==> src/rtl/uart_pkg.sv <==
// uart_pkg: shared UART drain-state encoding and queue sizing
package uart_pkg;
  localparam int UART_DEPTH = 16;
  typedef enum logic [1:0] {
    IDLE     = 2'd0,
    ISSUE    = 2'd1,
    WAIT_ACK = 2'd2
  } tx_state_e;
endpackage

==> src/rtl/sync_fifo.sv <==
// sync_fifo: circular buffer with registered occupancy, flush and wrapping pointers
module sync_fifo #(
  parameter int DEPTH = 16,
  parameter int WIDTH = 8,
  parameter int AW = $clog2(DEPTH)
) (
  input  logic             clk,
  input  logic             resetq,
  input  logic             wr_en,
  input  logic [WIDTH-1:0] wr_data,
  input  logic             rd_en,
  input  logic             flush,
  output logic [WIDTH-1:0] rd_data,
  output logic             full,
  output logic             empty,
  output logic [AW:0]      level
);
  logic [WIDTH-1:0] mem_q [DEPTH];
  logic [AW-1:0] wr_ptr_q, wr_ptr_d, rd_ptr_q, rd_ptr_d;
  logic [AW:0] level_q, level_d;
  logic do_wr, do_rd;
  // flush beats both a write and a read in the same cycle; flags come only from level_q
  always_comb begin
    do_wr = wr_en && !full && !flush;
    do_rd = rd_en && !empty && !flush;
    wr_ptr_d = do_wr ? wr_ptr_q + 1'b1 : wr_ptr_q;
    rd_ptr_d = flush ? wr_ptr_q : do_rd ? rd_ptr_q + 1'b1 : rd_ptr_q;
    level_d = flush ? '0 : level_q + {{AW{1'b0}}, do_wr} - {{AW{1'b0}}, do_rd};
  end
  // pointer and occupancy registers
  always_ff @(posedge clk or negedge resetq) begin
    if (!resetq) begin
      wr_ptr_q <= '0;
      rd_ptr_q <= '0;
      level_q <= '0;
    end else begin
      wr_ptr_q <= wr_ptr_d;
      rd_ptr_q <= rd_ptr_d;
      level_q <= level_d;
    end
  end
  // storage is left unreset; only accepted writes touch it
  always_ff @(posedge clk) begin
    if (do_wr) mem_q[wr_ptr_q] <= wr_data;
  end
  assign rd_data = mem_q[rd_ptr_q];
  assign full = level_q == (AW+1)'(DEPTH);
  assign empty = level_q == '0;
  assign level = level_q;
endmodule

==> src/rtl/uart_tx_queue.sv <==
// uart_tx_queue: byte queue drained into a UART transmitter with a one-strobe handshake
module uart_tx_queue
  import uart_pkg::*;
#(
  parameter int DEPTH = UART_DEPTH,
  parameter int AW = $clog2(DEPTH)
) (
  input  logic        clk,
  input  logic        resetq,
  input  logic        push,
  input  logic [7:0]  push_data,
  input  logic        flush,
  input  logic        clr_ovf,
  output logic        full,
  output logic        empty,
  output logic [AW:0] level,
  output logic        overflow,
  output logic        uart_wr,
  output logic [7:0]  uart_tx_data,
  input  logic        uart_busy
);
  tx_state_e state_q, state_d;
  logic [7:0] data_q, data_d, head;
  logic ovf_q, ovf_d, start;
  sync_fifo #(.DEPTH(DEPTH), .WIDTH(8), .AW(AW)) u_fifo (
    .clk     (clk),
    .resetq  (resetq),
    .wr_en   (push),
    .wr_data (push_data),
    .rd_en   (start),
    .flush   (flush),
    .rd_data (head),
    .full    (full),
    .empty   (empty),
    .level   (level)
  );
  // state, latched byte and sticky overflow registers
  always_ff @(posedge clk or negedge resetq) begin
    if (!resetq) begin
      state_q <= IDLE;
      data_q <= 8'h00;
      ovf_q <= 1'b0;
    end else begin
      state_q <= state_d;
      data_q <= data_d;
      ovf_q <= ovf_d;
    end
  end
  // pop only when a byte is available, the transmitter is free and no flush discards it
  always_comb begin
    start = state_q == IDLE && !empty && !uart_busy && !flush;
    state_d = state_q == IDLE ? (start ? ISSUE : IDLE) :
              state_q == ISSUE ? WAIT_ACK :
              state_q == WAIT_ACK ? (uart_busy ? IDLE : WAIT_ACK) : IDLE;
    data_d = start ? head : data_q;
    ovf_d = push && full ? 1'b1 : clr_ovf ? 1'b0 : ovf_q;
  end
  // strobe is a pure decode of ISSUE so reset drops it without waiting for a clock
  always_comb begin
    uart_wr = state_q == ISSUE;
    uart_tx_data = data_q;
    overflow = ovf_q;
  end
endmodule

==> config.mk <==
export PLATFORM = sky130hd
export DESIGN_NAME = uart_tx_queue
export DESIGN_NICKNAME = d
export VERILOG_FILES = /design/src/rtl/uart_pkg.sv /design/src/rtl/sync_fifo.sv /design/src/rtl/uart_tx_queue.sv
export SDC_FILE = /design/constraint.sdc
export NUM_CORES = 1
export LEC_CHECK = 0
export CAP_MARGIN = 10
export CORE_ASPECT_RATIO = 1.4
export CORE_MARGIN = 3
export CORE_UTILIZATION = 55
export DETAILED_ROUTE_END_ITERATION = 8
export HOLD_SLACK_MARGIN = 0.1
export PLACE_DENSITY = 0.74
export SLEW_MARGIN = 40
export SYNTH_ARGS = -nofsm -noshare
export SYNTH_HDL_FRONTEND = slang
export SYNTH_SLANG_ARGS = --single-unit
==> constraint.sdc <==
create_clock -name clk -period 3.75 [get_ports clk]
set_input_delay 0.5625 -clock clk [delete_from_list [all_inputs] [get_ports clk]]
set_output_delay 0.5625 -clock clk [all_outputs]
set_load 0.03 [all_outputs]
# Word level (Yosys, flattened, before mapping)
# Memory sizes are Yosys's and may differ from the RTL's. A register that Yosys moved wholly into a read port is not among the register bits.
# Index checks and enable logic that the tools add are counted.
[word_totals] register_bits=16 romBits=0 n_memories=1 input_bits=14 mem_bits_rw=128 out_inout_bits=17 elab_cells=42 latchBits=0
[memory_table] memory="u_fifo.mem_q" depth=16 word_bits=8 read_ports=1 rd_ports_with_merged_regs=1 write_ports=1 line_no="sync_fifo.sv:18" rtl="logic [WIDTH-1:0] mem_q [DEPTH];"
[classes] n_shift=0 eq_ne=3 mul=0 magnitude_cmp=0 n_div=0 bitwise=0 reduce_logical=17 n_mux=12 n_addsub=4
[ops] op="4-bit by 1-bit adder with 4-bit output, second input constant" n=2
[ops] op="1-bit logical AND" n=8
[ops] op="2-bit 2-to-1 mux" n=4
[ops] op="4-bit 2-to-1 mux" n=2
[ops] op="5-bit by 1-bit adder with 5-bit output" n=1
[ops] op="5-bit equality test, second input constant" n=1
[ops] op="1-bit logical NOT" n=5
[ops] op="5-bit logical NOT" n=1
[ops] op="1-bit 2-to-1 mux" n=5
[ops] op="5-bit 2-to-1 mux" n=1
[ops] op="5-bit by 1-bit subtractor with 5-bit output" n=1
[ops] op="2-bit nonzero test" n=2
[ops] op="2-bit by 1-bit equality test with 1-bit output, second input constant" n=1
[ops] op="2-bit equality test, second input constant" n=1
[ops] op="2-bit logical NOT" n=1

# Logic depth before layout (Yosys ltp)
# Gate-level depths: netlist (run 1).
[depth] ltp_word=9 mapped_depth=15 mapped_depth_nobuf=14

# By module
# Synthesis (run 1) repeated with hierarchy kept, for this count alone.
[hier_totals] cells_unflattened=322 hier_area_um2=6165.9
[modules_own_cells] mod="sync_fifo" cells_per_inst=295 seq_area_each_um2=4169.0 area_per_inst_um2=5735.5 n_inst=1
[modules_own_cells] mod="uart_tx_queue" cells_per_inst=27 seq_area_each_um2=275.3 area_per_inst_um2=430.4 n_inst=1

# Least setup slack after synthesis (run 1)
# Ideal clock, no wire load.
[synth_timing] path_kind="register to register" from="reg u_fifo.level_q[3], in the netlist u_fifo.level[3]" to="reg u_fifo.level_q[4], in the netlist u_fifo.level[4]" setup_slack_ns=0.800 synth_period_minus_slack_ns=2.950 required_time_ns=3.613 arrival_ns=2.813 path_stages_with_launch=16 setup_time_ns=0.137 n_path_buf=1 path_cell_list="dfrtp_1 inv_1 ha_1 or4b_4 nand2_4 inv_4 buf_6 ha_1 inv_1 ha_1 inv_1 fa_1 nor2b_1 o21bai_1 a21oi_1 nor3b_1"
[synth_via] elab_chain_cells=9 word_cells_on_any_way=14 cone_classes="add/sub (2); eq/ne (1); mux (1); reduce/logical (10)"
[synth_rtl] item="start, declared" line_no="sync_fifo.sv:20" rtl="logic [AW:0] level_q, level_d;"
[synth_rtl] item="start signal, assigned" line_no="sync_fifo.sv:39" rtl="level_q <= level_d;"
[synth_rtl] item="parallel branches: the longest is 7 deep, another holds 5-bit by 1-bit adder with 5-bit output"
[synth_rtl] item="5-bit by 1-bit subtractor with 5-bit output *" line_no="sync_fifo.sv:28" rtl="level_d = flush ? '0 : level_q + {{AW{1'b0}}, do_wr} - {{AW{1'b0}}, do_rd};"
[synth_rtl] item="5-bit 2-to-1 mux *" line_no="sync_fifo.sv:28"
[synth_rtl] item="net u_fifo.level_d[4]" line_no="sync_fifo.sv:20"
# Mark *: on every way through the listed nets, which the timed path passes.
# A chain may end at the register's enable or synchronous reset.

# Final worst setup path (run 1)
# Same ends and word-level chain as after synthesis.

==> out/results.ini, run 1 <==
[status]
status = complete, no violations

[worst_setup_path]
crit_end = u_fifo.level[4]
crit_path_max_fanout = 19
required_ns = 4.05
crit_path_start = u_fifo.level[3]
critical_path.cell_chain = inv_1, ha_1, or4b_4, nand2_4, inv_4, ha_1, inv_1, ha_1, inv_1, fa_1, nor2b_1, o21bai_1, a21oi_1, nor3b_1
path_buf_inv = 4
cp.depth = 14
cp-end-kind = flip-flop
rrSetupSlack_ns = 0.76
worst_path_max_delay_cell = or4b_4
path_delay_family = adder cells
worstSetupPathType = flip-flop to flip-flop
timing.rr.start = u_fifo.level[3]
cp_data_arrival_time_ns = 3.28
critPathLaunchType = flip-flop
r2r.worst_path.cells = 14
reg2reg_to = u_fifo.level[4]
critPathMaxStageDelay_ns = 0.52

[power]
power.switching_mw = 1.798
seqPwrFrac = 0.417
power.share.switching = 0.3209
cellLeakagePower_nw = 2.519
peakVddDrop_uv = 452.7
pwr-share-comb = 0.293
power.density_nw_per_um2 = 770.4
pwr-share-clk = 0.290
p_int_mw = 3.806

[min_path]
hold_class = input pin to asynchronous set/reset pin

[placed_design]
gp_congestion = 0.7382
numPortBuffers = 30
dp_hpwl_mm = 7.578

[sta]
hold_ws_ns = 0.1249
max_slew_margin = 0.4813
drv_slew = 0
setup_tns_ns = 0
setup_violations = 0
fin_crit_ns = 2.988
hold_violations = 0
clock_skew_ns = 0.006184
fin_crit_sh = 0.7968
rsz0062_at_grt = false
fmax_ghz = 0.3347
worst_slew_pin_slew_ns = 0.7752

[yosys]
synthFlopType = edfxtp_1
synth_edf_count = 128
synth_top_area_frac = 0.6197
netlist_instances = 328
synth_area_leader_cell = edfxtp_1
synth_fp_nets = 354
synth_most_common_cell = edfxtp_1
yosys_register_bits = 152
syn_area_um2 = 6202
ys_seq_area_frac = 0.7166
synth_warnings = 0
synthArstFlopShare = 0.1579
synthTopCellsByCount = 128 x edfxtp_1, 32 x mux4_2, 24 x dfrtp_1
synth.distinct_cells = 40
avgSynthCellArea_um2 = 18.91
synthTopCellsByArea = edfxtp_1 62%, mux4_2 12%, dfrtp_1 9.7%

[floorplanning]
die_x_um = 95.75
die_area_um2 = 12610
num_io_pins = 31
die_h_um = 131.6
core-area_um2 = 10920
start_util = 0.5678
rows = 45

[clocking]
cts_tree = done
max-clock-path-buffers = 2
clk_pin_slew_ns = 0.06
cts_resized = 0
cts_max_level = 4
clk_latency_ns = 0.41
postCtsSetupRepairBufs = 0
cts_num_sinks = 152
clock-root-buffer = clkbuf_16
cts_buffers = 17
hold_buffers = 0

[layout]
antennaDiodeCount = 0
syn2layout_area_growth_pct = 17.29
drive_above_1_share = 0.2545
n_fill_cell = 723
nNetsFinal = 402
utilization = 0.6660

[drt]
wl_per_cell_um = 21.13
viasPerCell = 5.819
firstDrtPassIters = 4
wl_mm = 11.20
drtIter0Drc = 117
final_antenna_net_count = 0
drc_errors = 0
dr_total_vias = 3084

[run]
drv_cap = 0

[global_routing]
grt_antenna_before_repair = 0
grt_max_degree = 34
grt_pass1_vias = 3332
grt.overflow.total = 0
track_usage = 0.1989
grt_pass1_wl_mm = 18.02

## through the flow
stage / area (um2) / worst slack (ns) / power, mW / std cells
6_report: 7274 / 0.7619 / 5.604 / 530
5_1_grt: 7274 / 0.5031 / 5.876 / 530
4_1_cts: 7272 / 0.7437 / 5.663 / 530
3_5_place_dp: 6698 / 0.3753 / 4.030 / 498
3_3_place_gp: 6703 / 0.5323 / 3.974 / 498
2_1_floorplan: 6202 / 0.7999 / 3.510 / 328
## layout by cell type (no fill, tap or decap), types with 9 or more instances in the layout
cell	synthesis	final
buf_4	3	15
clkbuf_16	0	17
clkdlybuf4s50_1	0	29
dfrtp_1	24	22
edfxtp_1	128	128
ha_1	11	11
inv_1	14	14
mux2i_1	9	9
mux4_2	32	32
nand2_1	9	9
nor2_1	23	23
## sequential cells by signal, summed over array words and instances, names as in the netlist
signal / flops
overflow: 1
u_fifo.wr_ptr_q: 4
u_fifo.level: 5
state_q: 2
uart_tx_data: 8
u_fifo.rd_ptr_q: 4
u_fifo.mem_q: 128
## cell families (layout without fill, tap and decap cells)
family | count (synthesis) | in the layout | share of synthesized area
xor+xnor | 7 | 7 | 0.009885
fa+ha+maj | 12 | 12 | 0.02542
buf+inv | 31 | 92 | 0.02421
simple gates | 57 | 57 | 0.05144
mux | 42 | 42 | 0.1325
flops | 152 | 152 | 0.7166
compound gates | 27 | 27 | 0.03994
## power by group through the flow
stage | registers (mW) | logic, mW | clock network [mW]
2_1_floorplan | 2.28 | 1.23 | 0
3_3_place_gp | 2.36 | 1.61 | 0
3_5_place_dp | 2.37 | 1.66 | 0
4_1_cts | 2.34 | 1.67 | 1.66
5_1_grt | 2.37 | 1.79 | 1.72
6_report | 2.33 | 1.64 | 1.63
## final cells by class
type	instances	area (um2)	area share
Tap cell	141	176.4	0.02425
Multi-Input combinational cell	145	1608	0.2210
Clock buffer	21	460.4	0.06330
Timing Repair Buffer	45	407.9	0.05607
Inverter	15	58.81	0.008084
Clock inverter	11	113.9	0.01565
Sequential cell	152	4449	0.6116
## per-layer routing
layer | up-vias | track usage | share of wire
li1 | 1387 | - | -
met4 | 0 | 0.09019 | 0.020
met2 | 70 | 0.3222 | 0.54
met5 | - | 0 | 0
met3 | 18 | 0.04754 | 0.038
met1 | 1609 | 0.2520 | 0.40
## worst min-delay path by stage
stage                     startpoint              end  cells past startpoint  slack, ns
after floorplan               resetq         overflow                      0       0.27
after global placement      overflow         overflow                      2       0.52
after detailed placement    overflow         overflow                      2       0.52
after CTS                     resetq  u_fifo.level[1]                      1       0.13
after global routing          resetq       state_q[0]                      1       0.16
final                         resetq  uart_tx_data[3]                      1       0.12
## worst register-to-register path: stages, from the launching register on
cell and delay (ns):
dfrtp_1 0.40, inv_1 0.09, ha_1 0.17, or4b_4 0.52, nand2_4 0.11, inv_4 0.10, ha_1 0.29, inv_1 0.06
ha_1 0.15, inv_1 0.06, fa_1 0.38, nor2b_1 0.17, o21bai_1 0.11, a21oi_1 0.18, nor3b_1 0.07
Note: power is estimated with default switching activity, not from simulation.
==> run 2, diff against run 1 <==
Settings changed: CORE_UTILIZATION 55 to 54, PLACE_DENSITY 0.74 to 0.76.
Clock period 3.75 ns to 2.65 ns, I/O delays scaled along.
==> out/results.ini, run 2 (synthesized netlist as in run 1, its figures left out) <==
[drt]
wl_per_cell_um = 22.58
wl_mm = 12.31
drc_errors = 0
dr_total_vias = 3197
firstDrtPassIters = 4
viasPerCell = 5.866
final_antenna_net_count = 0
drtIter0Drc = 196

[floorplanning]
rows = 45
die_h_um = 132.8
num_io_pins = 31
start_util = 0.5620
die_x_um = 96.58
core-area_um2 = 11040
die_area_um2 = 12830

[sta]
drv_slew = 0
fin_crit_sh = 0.9613
hold_ws_ns = 0.3591
clock_skew_ns = 0.008731
fin_crit_ns = 2.548
fmax_ghz = 0.3925
hold_violations = 0
worst_slew_pin_slew_ns = 0.6327
max_slew_margin = 0.5769
setup_tns_ns = 0
setup_violations = 0
rsz0062_at_grt = true

[worst_setup_path]
cp.depth = 14
r2r.worst_path.cells = 14
path_buf_inv = 4
timing.rr.start = u_fifo.level[3]
crit_path_max_fanout = 2
critPathMaxStageDelay_ns = 0.48
crit_path_start = u_fifo.level[3]
critical_path.cell_chain = inv_2, ha_4, or4b_4, nand2_4, inv_6, ha_4, inv_2, ha_4, inv_2, fa_2, nor2b_2, o21bai_1, a21oi_1, nor3b_2
crit_end = u_fifo.level[4]
critPathLaunchType = flip-flop
worst_path_max_delay_cell = or4b_4
path_delay_family = adder cells
required_ns = 2.94
cp_data_arrival_time_ns = 2.84
worstSetupPathType = flip-flop to flip-flop
reg2reg_to = u_fifo.level[4]
rrSetupSlack_ns = 0.10
cp-end-kind = flip-flop

[clocking]
max-clock-path-buffers = 2
cts_tree = done
clk_pin_slew_ns = 0.06
cts_max_level = 4
cts_num_sinks = 152
cts_buffers = 17
clk_latency_ns = 0.41
clock-root-buffer = clkbuf_16

[global_routing]
grt_pass1_wl_mm = 19.03
grt_pass1_vias = 3376
met1_usage = 0.2634
track_usage = 0.2102
grtUsageMet2 = 0.3437
grt.overflow.total = 0
use_met3 = 0.05461
grt_max_degree = 36
grt_antenna_before_repair = 0
grt_busiest_layer = met2

[layout]
final_cell_mix = 128 x edfxtp_1, 32 x mux4_2, 29 x clkdlybuf4s50_1, 29 x buf_4, 23 x nor2_1
final_cells = 545
drive_above_1_share = 0.2995
nNetsFinal = 417
antennaDiodeCount = 0
layout_commonest_cell = edfxtp_1
largest_reg_flops = 128
syn2layout_area_growth_pct = 20.72
largest-register = u_fifo.mem_q

[power]
power_mw = 8.299
cellLeakagePower_nw = 2.610
power.density_nw_per_um2 = 1108
peakVddDrop_uv = 552.9

[placed_design]
numPortBuffers = 30
dp_hpwl_mm = 7.660
gp_congestion = 0.7317
dp_cells = 512

[run]
drv_cap = 0

[status]
status = complete, no violations

[min_path]
hold_class = input pin to asynchronous set/reset pin

==> run 2: area by class of cell <==
cell class                      count  area, um2
Multi-Input combinational cell    145       1655
Clock buffer                       20      436.7
Clock inverter                     12      172.7
Sequential cell                   152       4448
Timing Repair Buffer               60      536.8
Fill cell                         709       3548
Tap cell                          141      176.4
Inverter                           15      61.31
==> run 2: metrics by stage <==
| step | utilization | instance area [um2] | worst slack, ns |
|---|---|---|---|
| after global routing | 0.6785 | 7487 | -0.04429 |
| after global placement | 0.6215 | 6859 | -0.09109 |
| final | 0.6785 | 7487 | 0.1024 |
| after CTS | 0.6766 | 7467 | 0.02516 |
| after detailed placement | 0.6215 | 6859 | -0.1348 |
| after floorplan | - | 6246 | -0.1710 |
==> run 2: worst min-delay path by stage <==
stage                            endpoint  slack (ns)  cells past startpoint
after detailed placement         overflow        0.53                      2
after global routing      uart_tx_data[6]        0.39                      1
after floorplan                  overflow        0.10                      0
final                          state_q[0]        0.36                      1
after CTS                 uart_tx_data[4]        0.37                      1
after global placement           overflow        0.51                      2
==> run 2: where the power goes <==
| group | internal (mW) | switching, mW |
|---|---|---|
| clock network | 1.57 | 0.883 |
| registers | 2.87 | 0.192 |
| logic | 1.28 | 1.50 |
| total | 5.73 | 2.57 |
==> run 2: layer usage <==
metal | wire length (um) | part of all wire
met3 | 664 | 0.054
met2 | 6720 | 0.55
met5 | 0 | 0
met4 | 242 | 0.020
met1 | 4679 | 0.38
==> run 2: what timing repair did <==
item,CTS,global route
setup buffers,0,1
gates resized for setup,1,2
gates cloned,0,0
setup endpoints to repair,1,1
pin swaps,0,4
hold buffers,0,0
